===== src/rtl/fpu_arbiter.sv =====
// fpu_arbiter: round-robin issue arbiter, response router and flush control for a shared FPU
// Optional per-requester grant counters on grant_cnt_o when FPU_ARBITER_STATS_EN is defined.
module fpu_arbiter #(
  parameter int NUM_REQ   = 2,
  parameter int PAYLOAD_W = 64,
  parameter int RES_W     = 21,
  parameter int MAX_OUTST = 4
) (
  input  logic                         clk_i,
  input  logic                         rst_i,
  input  logic [NUM_REQ-1:0]           req_valid_i,
  output logic [NUM_REQ-1:0]           req_ready_o,
  input  logic [NUM_REQ*PAYLOAD_W-1:0] req_payload_i,
  output logic [NUM_REQ-1:0]           rsp_valid_o,
  input  logic [NUM_REQ-1:0]           rsp_ready_i,
  output logic [RES_W-1:0]             rsp_result_o,
  output logic                         fpu_in_valid_o,
  input  logic                         fpu_in_ready_i,
  output logic [PAYLOAD_W-1:0]         fpu_payload_o,
  output logic [1:0]                   fpu_tag_o,
  input  logic                         fpu_out_valid_i,
  output logic                         fpu_out_ready_o,
  input  logic [RES_W-1:0]             fpu_result_i,
  input  logic [1:0]                   fpu_tag_i,
  output logic                         fpu_flush_o,
  input  logic                         fpu_busy_i,
  input  logic                         flush_i,
`ifdef FPU_ARBITER_STATS_EN
  output logic [NUM_REQ*16-1:0]        grant_cnt_o,
`endif
  output logic                         tag_err_o
);
  localparam int CW = $clog2(MAX_OUTST + 1);
  localparam logic [CW-1:0] MAX_C = CW'(MAX_OUTST);
  localparam logic [2:0] NR = 3'(NUM_REQ);
  localparam logic [0:0] RUN = 1'b0, FLUSH = 1'b1;

  logic [0:0]    state;
  logic [1:0]    ptr, gnt;
  logic [CW-1:0] cnt;
  logic          any, en, in_hs, out_hs, tag_ok, run;
  logic [3:0]    req_pad, rsp_pad, gnt_oh, vld_oh;

  function automatic logic [1:0] rr_idx(input logic [1:0] p, input int i);
    return 2'((int'(p) + i) % NUM_REQ);
  endfunction

  assign req_pad = 4'(req_valid_i);
  assign rsp_pad = 4'(rsp_ready_i);

  // Scan from the farthest offset down so the nearest valid requester after ptr wins.
  always_comb begin
    gnt = ptr;
    any = 1'b0;
    for (int i = NUM_REQ - 1; i >= 0; i--)
      if (req_pad[rr_idx(ptr, i)]) begin
        gnt = rr_idx(ptr, i);
        any = 1'b1;
      end
    fpu_payload_o = '0;
    for (int i = 0; i < NUM_REQ; i++)
      if (gnt == 2'(i)) fpu_payload_o = req_payload_i[i*PAYLOAD_W +: PAYLOAD_W];
  end

  assign run            = state == RUN;
  assign en             = run && cnt != MAX_C;
  assign fpu_in_valid_o = en && any;
  assign in_hs          = fpu_in_valid_o && fpu_in_ready_i;
  assign gnt_oh         = 4'(fpu_in_valid_o && fpu_in_ready_i) << gnt;
  assign req_ready_o    = gnt_oh[NUM_REQ-1:0];
  assign fpu_tag_o      = gnt;

  // Out-of-range tags and anything seen during FLUSH are swallowed unconditionally.
  assign tag_ok          = {1'b0, fpu_tag_i} < NR;
  assign fpu_out_ready_o = (!run || !tag_ok) ? 1'b1 : rsp_pad[fpu_tag_i];
  assign vld_oh          = 4'(fpu_out_valid_i && run && tag_ok) << fpu_tag_i;
  assign rsp_valid_o     = vld_oh[NUM_REQ-1:0];
  assign rsp_result_o    = fpu_result_i;
  assign out_hs          = fpu_out_valid_i && fpu_out_ready_o && run;

  always_ff @(posedge clk_i) begin
    if (rst_i) begin
      state       <= RUN;
      ptr         <= 2'd0;
      cnt         <= '0;
      tag_err_o   <= 1'b0;
      fpu_flush_o <= 1'b0;
    end else begin
      fpu_flush_o <= flush_i;
      if (fpu_out_valid_i && !tag_ok) tag_err_o <= 1'b1;
      if (in_hs) ptr <= (gnt == 2'(NUM_REQ - 1)) ? 2'd0 : gnt + 2'd1;
      if (flush_i) begin
        state <= FLUSH;
        cnt   <= '0;
      end else begin
        if (!run && !fpu_busy_i) state <= RUN;
        if (in_hs && !out_hs && cnt != MAX_C) cnt <= cnt + CW'(1);
        else if (!in_hs && out_hs && cnt != '0) cnt <= cnt - CW'(1);
      end
    end
  end

`ifdef FPU_ARBITER_STATS_EN
  always_ff @(posedge clk_i) begin
    if (rst_i) grant_cnt_o <= '0;
    else
      for (int i = 0; i < NUM_REQ; i++)
        if (in_hs && gnt == 2'(i) && grant_cnt_o[i*16 +: 16] != 16'hFFFF)
          grant_cnt_o[i*16 +: 16] <= grant_cnt_o[i*16 +: 16] + 16'd1;
  end
`endif
endmodule


===== config.mk =====
export PLATFORM = sky130hd
export DESIGN_NAME = fpu_arbiter
export DESIGN_NICKNAME = d
export VERILOG_FILES = /design/src/rtl/fpu_arbiter.sv
export SDC_FILE = /design/constraint.sdc
export NUM_CORES = 1
export LEC_CHECK = 0
export BUFFER_PORTS_ARGS = -buffer_cell sky130_fd_sc_hd__clkbuf_2
export CORE_AREA = 2 2 98 100
export DETAILED_ROUTE_END_ITERATION = 6
export DIE_AREA = 0 0 100 102
export SYNTH_ARGS = -nofsm -noshare
export SYNTH_HDL_FRONTEND = slang
export SYNTH_SLANG_ARGS = --single-unit

===== constraint.sdc =====
create_clock -name clk_i -period 2.1 [get_ports clk_i]
set_input_delay 0.315 -clock clk_i [delete_from_list [all_inputs] [get_ports clk_i]]
set_output_delay 0.315 -clock clk_i [all_outputs]
set_load 0.05 [all_outputs]

==> impl_table.tex <==
\begin{tabular}{lr}
\hline
Metric & Value \\
\hline
\multicolumn{2}{l}{\textbf{Outcome}} \\
Run status & finished clean \\
\multicolumn{2}{l}{\textbf{Placement}} \\
Final RePlAce weighted congestion & 0.817 \\
HPWL reported at the end of detailed placement & 5920 um \\
Port Buf Inserts & 213 \\
\multicolumn{2}{l}{\textbf{Worst setup path}} \\
Worst reg2reg path depth & 7 \\
Buffer and inverter count on the worst path & 4 \\
Family of cells with the greatest summed delay on the critical path & buffers and inverters \\
Worst reg2reg setup slack & 120 ps \\
Cell-by-cell trace of the critical path & clkbuf\_2 -> nand2b\_1 -> a21oi\_4 -> buf\_12 -> buf\_12 -> nand2\_1 -> a21oi\_1 -> clkbuf\_2 \\
Crit path launch type & input port \\
Critical R2R Capture & cnt[2] \\
Worst path slowest cell & clkbuf\_2 \\
CP arrival & 1690 ps \\
Category of the worst setup path capture point & output pin \\
Max stage delay on crit path & 300 ps \\
Type of the worst setup path & input port to output pin \\
Max FO, Critical Path & 27 \\
Worst Path Required & 1780 ps \\
RR Startpoint & cnt[2] \\
\multicolumn{2}{l}{\textbf{STA}} \\
Fmax & 0.500 GHz \\
Final worst path period need & 2000 ps \\
Headroom to the max-slew limit & 78.3\% \\
Slew Limit Fails & 0 \\
Final hold vios & 0 \\
Pin slew with the least headroom to its limit & 325 ps \\
Setup clock skew after layout & 5.09 ps \\
Setup violations, final & 0 \\
Post-route clock period utilization & 95.3\% \\
\multicolumn{2}{l}{\textbf{Min path}} \\
Origin of the worst min-delay path & fpu\_busy\_i \\
Hold Path End & state \\
Hold/Removal Path Class & input port to register \\
Hold depth & 3 \\
\multicolumn{2}{l}{\textbf{Floorplan}} \\
Height of the die & 102 um \\
Core outline area & 9110 um\^{}2 \\
Total die area & 10200 um\^{}2 \\
Chip Width & 100 um \\
\# IOs & 256 \\
\# rows & 35 \\
Initial cell density of the core & 16.9\% \\
\multicolumn{2}{l}{\textbf{Clock tree}} \\
Clk Latency, worst-skew pair & 230 ps \\
H-Tree Level Count & 1 \\
Clock root buffer master & clkbuf\_8 \\
Num CTS Buffers & 3 \\
CTS Sinks & 8 \\
Max clock buf depth & 2 \\
Clock transition at the registers of the reported paths & 40 ps \\
Hold-fix buffers, CTS & 0 \\
TritonCTS clock tree & yes \\
\multicolumn{2}{l}{\textbf{Synthesis}} \\
Seq cells post-synth & 8 \\
Total nets after synthesis & 454 \\
Share of the yosys chip area belonging to registers & 10.4\% \\
Synthesized cell area & 1540 um\^{}2 \\
Synth area leaders & nand2\_1, a21oi\_1, dfxtp\_1, buf\_4, buf\_2 \\
Synth top area share & 32.4\% \\
Synth Warn \# & 0 \\
Library cell occupying the most area in the post-synthesis netlist & nand2\_1 \\
Mean Syn Cell Area & 5.28 um\^{}2 \\
Unique masters post-synth & 30 \\
Number of standard cells after synthesis & 292 \\
\multicolumn{2}{l}{\textbf{Routing}} \\
Number of remaining DRC errors & 0 \\
Violation count after the first detailed-route iteration & 103 \\
Total vias in the final route & 2575 \\
Via density per instance & 4.36 \\
First drt pass iteration count & 4 \\
Final ANT Viol Nets & 0 \\
WL/cell & 12.2 um \\
Total length of routed wires & 7200 um \\
\multicolumn{2}{l}{\textbf{Power}} \\
Final Power & 1.59 mW \\
Maximum vdd ir drop & 0.380 mV \\
Cell leakage power & 1.62 nW \\
Cell area power density & 544 nW/um\^{}2 \\
\multicolumn{2}{l}{\textbf{Global routing}} \\
Vias in the first global route & 2242 \\
Global-route wire length before repair & 9940 um \\
Initial antenna violation count & 0 \\
Overall overflow remaining after global route & 0 \\
Overall routing resource usage & 11.7\% \\
Maximum number of pins on one net before global-route repair & 45 \\
\multicolumn{2}{l}{\textbf{Cells and area}} \\
Layout area overhead & 89.8\% \\
Fraction of layout instances using a drive strength above 1 & 60.6\% \\
Footprint of the multi-input gates & 1330 um\^{}2 \\
Share of the core filled with cells & 32.1\% \\
Fillcell total & 977 \\
Antenna diodes & 0 \\
Sequential standard cell area & 160 um\^{}2 \\
Post-layout net count & 644 \\
\multicolumn{2}{l}{\textbf{Flow run}} \\
Maxcap violations & 0 \\
\hline
\end{tabular}
==> timing repair <==
action                     CTS  global route
setup buffers                0             0
resized for setup            1            12
setup endpoints to repair    1            36
cloned                       0             1
==> cells by family (layout without fill, tap and decap cells) <==
| logic type | Yosys count | after routing | share of synthesized area, % |
|---|---|---|---|
| adder cells (fa/ha/maj) | 1 | 1 | 1.30 |
| buffers and inverters | 44 | 232 | 16.7 |
| flip-flops | 8 | 8 | 10.4 |
| multiplexers | 5 | 5 | 3.49 |
| AND/OR/NAND/NOR | 160 | 160 | 42.6 |
| AO/OA/AOI/OAI | 74 | 74 | 25.5 |
==> tightest hold or removal path: cells and delay by family <==
kind,cells,cell delay (ps)
compound gates,1,60
simple gates,1,80
buf+inv,1,80
==> routing by layer <==
metal,wire length [um],global-route usage (%),vias to the layer above
met2,3700,23.2,137
met4,33,1.58,0
met5,0,0,-
met1,2860,13.3,1126
met3,607,1.85,4
li1,-,-,1308
==> cells in the final DEF, fill, tap and decap left out, drive strengths merged, types with 2 or more instances in the layout <==
master / instances
nand2: 133
nor2b: 2
dfxtp: 8
mux2i: 5
inv: 2
a21oi: 69
nand2b: 2
a211o: 2
and3: 2
clkbuf: 211
nor2: 9
nor3b: 2
nor3: 3
buf: 19
==> worst max path at each step <==
stage	start	endpoint	slack [ps]	cells past startpoint
floorplan	req_valid_i[1]	fpu_payload_o[10]	4	5
CTS	req_valid_i[1]	fpu_payload_o[3]	10	9
detailed placement	req_valid_i[1]	fpu_payload_o[3]	-30	9
finish	req_valid_i[1]	fpu_payload_o[2]	100	8
global placement	req_valid_i[1]	fpu_payload_o[3]	30	9
global route	req_valid_i[1]	fpu_payload_o[3]	-2	9
==> per-stage QoR <==
step	worst slack (ps)	cell area (um^2)	std cells	hold WS (ps)	setup TNS, ps
floorplan	3.51	1730	292	387	0
global placement	26.1	2850	587	455	0
detailed placement	-25.4	2850	587	464	-25.4
CTS	12.2	2890	590	343	0
global route	-2.44	2930	591	361	-2.44
finish	98.5	2930	591	332	0
==> power by group <==
group | leakage, nW | switching (mW) | internal, mW
logic | 1.54 | 0.866 | 0.378
clock network | 0.0216 | 0.0592 | 0.124
registers | 0.0656 | 0.00504 | 0.160
total | 1.62 | 0.930 | 0.663
==> sequential cells by signal, summed over array words and instances, names as in the netlist <==
signal	cells
cnt	3
state	1
fpu_flush_o	1
tag_err_o	1
ptr	2
==> cell type report <==
| class | instances | share of cell area, % |
|---|---|---|
| inverters | 2 | 0.256 |
| multi-input cells | 240 | 45.6 |
| clock buffers | 3 | 1.41 |
| repair buffers | 227 | 42.6 |
| well taps | 111 | 4.74 |
| flip-flops and latches | 8 | 5.47 |
==> cell usage after synthesis (all sizes together) <==
master / n
nand2: 133
o21ba: 1
buf: 34
a211o: 2
or3b: 1
nand3: 1
dfxtp: 8
fa: 1
a21oi: 69
clkbuf: 8
o2111a: 1
nor2b: 2
mux2i: 5
nand4: 1
or2b: 1
nand2b: 2
nor3b: 2
inv: 2
a31oi: 1
nand3b: 1
nor2: 9
and2: 1
and3: 2
or3: 1
nor3: 3
Power figures use the tool's default switching activity.
